===== config.mk =====
export PLATFORM = sky130hd
export DESIGN_NAME = mmcm_ps_ctrl
export DESIGN_NICKNAME = d
export VERILOG_FILES = /design/src/rtl/mmcm_ps_ctrl.sv
export SDC_FILE = /design/constraint.sdc
export NUM_CORES = 1
export LEC_CHECK = 0
export BUFFER_PORTS_ARGS = -buffer_cell sky130_fd_sc_hd__buf_2
export CORE_AREA = 2 2 86 88
export CTS_CLUSTER_SIZE = 40
export DETAILED_ROUTE_END_ITERATION = 8
export DIE_AREA = 0 0 88 90
export PLACE_DENSITY = 0.77
export SYNTH_ARGS = -nofsm -noshare
export SYNTH_HDL_FRONTEND = slang
export SYNTH_SLANG_ARGS = --single-unit

===== constraint.sdc =====
create_clock -name free_run_clk -period 2.75 [get_ports free_run_clk]
set_input_delay 0 -clock free_run_clk [delete_from_list [all_inputs] [get_ports free_run_clk]]
set_output_delay 0 -clock free_run_clk [all_outputs]
set_load 0.1 [all_outputs]

===== src/rtl/mmcm_ps_ctrl.sv =====
// MMCM fine phase-shift sequencer: issues PSEN pulses one at a time, tracks the net phase position
// and flags lock loss. Define MMCM_PS_TIMEOUT_EN to add a watchdog on missing PSDONE.
module mmcm_ps_ctrl #(
    parameter int POS_W          = 16,
    parameter int GAP_CYCLES     = 2,
    parameter int TIMEOUT_CYCLES = 64
) (
    input  logic             free_run_clk,
    input  logic             free_run_rst,
    input  logic             cmd_valid,
    output logic             cmd_ready,
    input  logic             cmd_dir,
    input  logic [POS_W-1:0] cmd_steps,
    input  logic             pos_clr,
    input  logic             err_clr,
    input  logic             locked,
    output logic             ps_en,
    output logic             ps_incdec,
    input  logic             ps_done,
    output logic             busy,
    output logic             done,
    output logic [1:0]       err,
    output logic [POS_W-1:0] phase_pos,
    output logic [POS_W-1:0] steps_left
);

    typedef enum logic [2:0] {
        S_IDLE,
        S_STEP,
        S_WAIT_DONE,
        S_GAP,
        S_FINISH,
        S_ERROR
    } state_t;

    localparam logic [POS_W-1:0] ONE      = POS_W'(1);
    localparam logic [7:0]       GAP_LAST = (GAP_CYCLES > 0) ? 8'(GAP_CYCLES - 1) : 8'd0;

    state_t           state_reg, state_next;
    logic             dir_reg, dir_next;
    logic [POS_W-1:0] left_reg, left_next;
    logic [POS_W-1:0] pos_reg, pos_next;
    logic [7:0]       gap_cnt_reg, gap_cnt_next;
    logic             lock_err_reg, lock_err_next;
    logic             accept;

`ifdef MMCM_PS_TIMEOUT_EN
    localparam logic [15:0] TO_LIMIT = 16'(TIMEOUT_CYCLES);
    logic [15:0] to_cnt_reg, to_cnt_next;
    logic        timeout_err_reg, timeout_err_next;
    assign err = {timeout_err_reg, lock_err_reg};
`else
    assign err = {1'b0, lock_err_reg};
`endif

    // Ready is held low while reset is asserted so every output reads zero during reset.
    assign cmd_ready  = (state_reg == S_IDLE) && locked && (err == 2'b00) && !free_run_rst;
    assign accept     = cmd_valid && cmd_ready;
    assign ps_en      = (state_reg == S_STEP) && locked;
    assign ps_incdec  = ps_en && dir_reg;
    assign busy       = (state_reg != S_IDLE);
    assign phase_pos  = pos_reg;
    assign steps_left = left_reg;

    always_comb begin
        state_next    = state_reg;
        dir_next      = dir_reg;
        left_next     = left_reg;
        pos_next      = pos_reg;
        gap_cnt_next  = gap_cnt_reg;
        lock_err_next = lock_err_reg;
        done          = 1'b0;
`ifdef MMCM_PS_TIMEOUT_EN
        to_cnt_next      = to_cnt_reg;
        timeout_err_next = timeout_err_reg;
`endif
        case (state_reg)
            S_IDLE: begin
                if (pos_clr) begin
                    pos_next = '0;
                end
                if (accept) begin
                    dir_next   = cmd_dir;
                    left_next  = cmd_steps;
                    state_next = (cmd_steps == '0) ? S_FINISH : S_STEP;
                end
            end
            S_STEP: begin
                if (!locked) begin
                    lock_err_next = 1'b1;
                    done          = 1'b1;
                    state_next    = S_ERROR;
                end else begin
                    state_next = S_WAIT_DONE;
`ifdef MMCM_PS_TIMEOUT_EN
                    to_cnt_next = '0;
`endif
                end
            end
            S_WAIT_DONE: begin
                // Lock loss outranks a coincident PSDONE, so that step is never counted.
                if (!locked) begin
                    lock_err_next = 1'b1;
                    done          = 1'b1;
                    state_next    = S_ERROR;
                end else if (ps_done) begin
                    pos_next  = dir_reg ? pos_reg + ONE : pos_reg - ONE;
                    left_next = left_reg - ONE;
                    if (left_reg == ONE) begin
                        state_next = S_FINISH;
                    end else if (GAP_CYCLES == 0) begin
                        state_next = S_STEP;
                    end else begin
                        state_next   = S_GAP;
                        gap_cnt_next = '0;
                    end
                end
`ifdef MMCM_PS_TIMEOUT_EN
                else if (to_cnt_reg == TO_LIMIT) begin
                    timeout_err_next = 1'b1;
                    done             = 1'b1;
                    state_next       = S_ERROR;
                end else begin
                    to_cnt_next = to_cnt_reg + 16'd1;
                end
`endif
            end
            S_GAP: begin
                if (!locked) begin
                    lock_err_next = 1'b1;
                    done          = 1'b1;
                    state_next    = S_ERROR;
                end else if (gap_cnt_reg == GAP_LAST) begin
                    state_next = S_STEP;
                end else begin
                    gap_cnt_next = gap_cnt_reg + 8'd1;
                end
            end
            S_FINISH: begin
                done       = 1'b1;
                state_next = S_IDLE;
            end
            S_ERROR: begin
                if (pos_clr) begin
                    pos_next = '0;
                end
                if (err_clr) begin
                    lock_err_next = 1'b0;
`ifdef MMCM_PS_TIMEOUT_EN
                    timeout_err_next = 1'b0;
`endif
                    left_next  = '0;
                    state_next = S_IDLE;
                end
            end
            default: begin
                state_next = S_IDLE;
            end
        endcase
    end

    always_ff @(posedge free_run_clk) begin
        if (free_run_rst) begin
            state_reg    <= S_IDLE;
            dir_reg      <= 1'b0;
            left_reg     <= '0;
            pos_reg      <= '0;
            gap_cnt_reg  <= '0;
            lock_err_reg <= 1'b0;
`ifdef MMCM_PS_TIMEOUT_EN
            to_cnt_reg      <= '0;
            timeout_err_reg <= 1'b0;
`endif
        end else begin
            state_reg    <= state_next;
            dir_reg      <= dir_next;
            left_reg     <= left_next;
            pos_reg      <= pos_next;
            gap_cnt_reg  <= gap_cnt_next;
            lock_err_reg <= lock_err_next;
`ifdef MMCM_PS_TIMEOUT_EN
            to_cnt_reg      <= to_cnt_next;
            timeout_err_reg <= timeout_err_next;
`endif
        end
    end

endmodule


==> results of run 1 <==
==> synthesized netlist by cell type, types with 4 or more instances <==
| library cell | number | area share |
|---|---|---|
| a211oi_1 | 4 | 0.0099 |
| a21o_1 | 10 | 0.025 |
| a21oi_1 | 19 | 0.031 |
| a22oi_1 | 18 | 0.044 |
| a31oi_1 | 7 | 0.014 |
| and2_1 | 5 | 0.010 |
| and3_1 | 5 | 0.010 |
| clkbuf_1 | 15 | 0.019 |
| dfxtp_1 | 45 | 0.30 |
| ha_1 | 18 | 0.074 |
| inv_1 | 11 | 0.014 |
| nand2_1 | 44 | 0.054 |
| nand2b_1 | 5 | 0.010 |
| nand4_1 | 4 | 0.0082 |
| nor2_1 | 55 | 0.068 |
| nor2b_1 | 8 | 0.016 |
| nor3_1 | 6 | 0.0099 |
| nor4_1 | 7 | 0.014 |
| o21ai_0 | 19 | 0.031 |
| o21ai_1 | 13 | 0.021 |
| o31ai_1 | 4 | 0.0099 |
| xnor2_1 | 6 | 0.017 |
| xor2_1 | 14 | 0.040 |
==> cell families after synthesis <==
logic type,count (synthesis)
and+or+nand+nor,155
AOI/OAI and AO/OA,118
xor gates and xnor gates,20
muxes,4
DFF,45
adders and majority gates,19
buffers and inverters,29
other,1
==> critical path: stages, from the launching register on <==
cell,delay (ns)
dfxtp_2,0.38
clkinvlp_4,0.12
buf_12,0.16
ha_1,0.35
a21o_1,0.25
a221oi_1,0.28
o21ai_1,0.16
a311oi_1,0.43
o21bai_1,0.13
xnor2_1,0.15
o21ai_1,0.06
==> timing repair <==
item	CTS	global route
endpoints found under the setup margin	0	5
hold buffers	1	0
endpoints found under the hold margin	1	0
resized for setup	0	2
buffers inserted	0	1
==> power by group through the flow <==
stage               registers [W]  logic, W  clock network, W
global placement         0.000820   0.00167                 0
global route             0.000822   0.00184          0.000571
floorplan                 0.00111   0.00110                 0
CTS                      0.000807   0.00169          0.000542
finish                   0.000812   0.00171          0.000535
detailed placement       0.000822   0.00168                 0
==> how the worst max path moves through the flow <==
stage                                to         start  cells after the start  slack [ns]
after detailed placement  phase_pos[12]       dir_reg                      9        0.07
after global routing      phase_pos[15]       dir_reg                     10        0.06
after CTS                 phase_pos[12]       dir_reg                      9        0.05
after global placement    phase_pos[12]       dir_reg                      9        0.12
after floorplan           phase_pos[12]  phase_pos[7]                      8        0.03
final                     phase_pos[12]       dir_reg                     10        0.18
==> per-stage QoR <==
stage | total power [W] | utilization | hold slack (ns) | setup WS [ns] | area [µm²]
after detailed placement | 0.00250 | 0.489 | 0.260 | 0.0695 | 3430
after global routing | 0.00323 | 0.510 | 0.0821 | 0.0573 | 3580
after global placement | 0.00249 | 0.489 | 0.262 | 0.117 | 3430
after floorplan | 0.00221 | - | 0.144 | 0.0318 | 3040
after CTS | 0.00304 | 0.507 | 0.0579 | 0.0530 | 3560
final | 0.00305 | 0.510 | 0.0676 | 0.175 | 3580
==> layer usage <==
layer	wire, µm	track usage	share of wire	vias to the layer above
li1	-	-	-	1530
met1	3540	0.265	0.45	1454
met2	3680	0.317	0.47	120
met3	527	0.0395	0.067	5
met4	68	0.0487	0.0087	0
met5	0	0	0	-
==> final cells by class <==
cell class,count,area share
clock inverters,1,0.00839
repair buffers,67,0.102
inverters,11,0.0126
well taps,99,0.0346
multi-input cells,317,0.565
clock buffers,7,0.0241
flip-flops and latches,45,0.254
==> out/qor.yml, run 1 <==
floorplan:
  die_w_um: 88
  die_height_um: 90
  start_util: 0.433
  design.die.area_um2: 7920
  row_count: 31
  coreArea_um2: 7020
  num_io_pins: 63
synth:
  syn_inst: 391
  synth_top_family_by_area: "compound AO/OA/AOI/OAI gates"
  syn-num-nets: 434
  synth_xor_area_frac: 0.0577
  synth-simple-area-share: 0.250
  synth_fa_ha_area_frac: 0.0808
  ys_async_sr_fraction: 0
  ys_ff_latch: 45
  synth_edf_count: 0
  synth_area_per_cell_um2: 7.77
  synth_warnings: 0
  syn_area_um2: 3040
  seq_area_frac_synth: 0.297
  ys.flop_type: "dfxtp_1"
  synth-compound-area-share: 0.261
  synth_mux_area_frac: 0.0136
  ys_types: 57
sta:
  finClkSkew_ns: 0.0124
  period_share: 0.936
  drv_slew: 0
  rsz0062_at_grt: "no"
  fin_crit_ns: 2.57
  tns_ns: 0
  slew_headroom: 0.298
  setup_viol: 0
  fmax_ghz: 0.388
  tightestPinTransition_ns: 1.05
  finalHoldViolCount: 0
detailed_routing:
  detail_route.wl_per_cell_um: 14.3
  via_per_inst: 5.68
  first_pass_iters: 5
  drcViolationCount: 0
  drt-initial-drc-count: 185
  ant_nets: 0
  vias: 3109
  routed_wl_um: 7810
global_route:
  first_global_vias: 2739
  grt_pass1_wl_um: 12800
  overflow: 0
  grt_use_total: 0.196
  antenna_found_initial: 0
  grt_max_degree: 34
clock_network:
  insertion_delay_ns: 0.31
  cts_tree: "yes"
  htree_levels: 2
  root_buffer: "clkbuf_8"
  clk_pin_slew_ns: 0.09
  cts_buffers: 5
  cts_buffer_depth: 2
  cts_sinks: 45
layout:
  multi_input_area_um2: 2020
  final.fill_count: 672
  syn_to_final_growth_pct: 17.9
  fin_cells: 547
  seq_area_um2: 908
  nets: 490
  drive_above_1_share: 0.196
  final_cell_mix: "buf_2, nor2_1, nand2_1, dfxtp_1"
  final_common_cell: "buf_2"
  antenna_cells: 0
placement:
  gp_congestion: 0.866
  io_buffers: 61
  dpl.hpwl_um: 5740
  dp_cells: 537
pwr:
  p_comb_frac: 0.559
  leakagePower_nw: 1.63
  internal-power_w: 0.00149
  swShare: 0.511
  power.density_nw_per_um2: 853
  p_sw_w: 0.00156
  clkPwrFrac: 0.175
  ir_drop_v: 0.000494
  sequentialPowerShare: 0.266
setup_path:
  rr_startpoint: "dir_reg"
  worst_ep_arrival_time_ns: 2.77
  cp_max_fo: 15
  required_ns: 2.95
  critical_path.startpoint_type: "register"
  rr_endpoint: "phase_pos[12]"
  crit_path_end_kind: "register"
  regToRegSetupSlack_ns: 0.18
  crit_type: "register to register"
  reg2reg_depth: 10
flow_run:
  maxCapViolCount: 0
hold_path:
  hold_path.class: "primary input to register"
  min_from: "cmd_steps[2]"
  whs_path_depth: 3
  hold_end: "steps_left[2]"
status:
  status: "finished clean"
No activity file was read; power rests on OpenSTA's default activity.
==> run 2, diff against run 1 <==
Settings changed: BUFFER_PORTS_ARGS -buffer_cell sky130_fd_sc_hd__buf_2 to unset, DONT_BUFFER_PORTS set to 1, PLACE_DENSITY 0.77 to 0.69.
==> out/qor.yml, run 2 (synthesized netlist as in run 1, its figures left out) <==
detailed_routing:
  drcViolationCount: 0
  first_pass_iters: 6
  vias: 3123
  drt-initial-drc-count: 224
  routed_wl_um: 8560
  detail_route.wl_per_cell_um: 15.8
  ant_nets: 0
  via_per_inst: 5.76
floorplan:
  row_count: 31
  start_util: 0.433
  design.die.area_um2: 7920
  die_w_um: 88
  die_height_um: 90
  num_io_pins: 63
  coreArea_um2: 7020
pwr:
  power.density_nw_per_um2: 829
  ir_drop_v: 0.000515
  leakagePower_nw: 1.61
setup_path:
  critical_path.startpoint_type: "register"
  required_ns: 2.95
  worst_ep_arrival_time_ns: 2.73
  crit_path_end_kind: "register"
  cp_max_fo: 8
  crit_type: "register to register"
clock_network:
  cts_tree: "yes"
  root_buffer: "clkbuf_8"
  cts_buffer_depth: 2
  htree_levels: 2
  cts_buffers: 5
  cts_sinks: 45
  clk_pin_slew_ns: 0.09
  insertion_delay_ns: 0.31
  post-cts-setup-buffers: 0
layout:
  final_common_cell: "nor2_1"
  final_cell_area_um2: 3730
  antenna_cells: 0
  final_core_util: 0.532
  nets: 485
  final_cell_mix: "nor2_1, buf_4, nand2_1, dfxtp_1, o21ai_0"
  drive_above_1_share: 0.156
  syn_to_final_growth_pct: 22.9
sta:
  tightestPinTransition_ns: 1.13
  finalWorstSetupSlack_ns: 0.211
  fmax_ghz: 0.394
  rsz0062_at_grt: "no"
  finClkSkew_ns: 0.0101
  finalHoldViolCount: 0
  period_share: 0.923
  drv_slew: 0
  slew_headroom: 0.246
  fin_crit_ns: 2.54
  setup_viol: 0
  tns_ns: 0
global_route:
  grt_pass1_wl_um: 14400
  antenna_found_initial: 0
  overflow: 0
  first_global_vias: 3108
  grt_max_degree: 31
  grt_use_total: 0.225
hold_path:
  hold_path.class: "primary input to register"
placement:
  io_buffers: 0
  pre_cts_ws_ns: 0.235
  dpl.hpwl_um: 6070
  gp_congestion: 0.895
  dpl_cell_area_um2: 3430
flow_run:
  maxCapViolCount: 0
status:
  status: "finished clean"
-- run 2: path summary, 6_finish.rpt --
check	slack, ns	cells after the start	from	to
setup / recovery	0.21	10	dir_reg	phase_pos[12]
hold / removal	0.005	3	cmd_steps[3]	steps_left[3]
setup reg to reg	0.21	10	dir_reg	phase_pos[12]
hold reg to reg	0.48	2	phase_pos[15]	phase_pos[15]
-- run 2: metrics by stage --
step                      total power (W)  hold slack [ns]  instances
final                             0.00309          0.00456        542
after global routing              0.00327           0.0322        542
after CTS                         0.00308         0.000138        542
after detailed placement          0.00253           0.0769        517
after global placement            0.00251           0.0736        517
after floorplan                   0.00221            0.144        391
-- run 2: report_power, final --
group	total (W)	switching [W]	internal, W	leakage, nW
clock	0.000515	0.000242	0.000273	0.0554
combinational	0.00179	0.00127	0.000520	1.19
sequential	0.000791	0.0000747	0.000716	0.367
-- run 2: worst max-delay path, cell delays in order, from the launching register on --
cell	delay, ns
dfxtp_1	0.38
inv_1	0.10
buf_4	0.19
fa_1	0.41
a21o_1	0.20
a21oi_1	0.23
o21ai_1	0.15
a311oi_1	0.42
o21bai_1	0.12
xnor2_1	0.16
o21ai_1	0.07
-- run 2: layout make-up --
cell class / count / area, µm²
Fill cell: 661 / 3290
Clock buffer: 6 / 72.6
Multi-Input combinational cell: 317 / 2030
Inverter: 11 / 41.3
Timing Repair Buffer: 62 / 518
Clock inverter: 2 / 38.8
Tap cell: 99 / 124
Sequential cell: 45 / 907
-- run 2: routing by layer --
layer | global-route usage | wire (µm) | vias to the layer above
met2 | 0.367 | 4040 | 127
met4 | 0.0897 | 179 | 0
met5 | 0 | 0 | -
met3 | 0.0606 | 731 | 13
met1 | 0.277 | 3600 | 1452
li1 | - | - | 1531
-- run 2: repair_timing --
action,CTS,global route
hold buffers,17,0
gates resized for setup,0,2
endpoints found under the hold margin,31,0
endpoints found under the setup margin,0,1
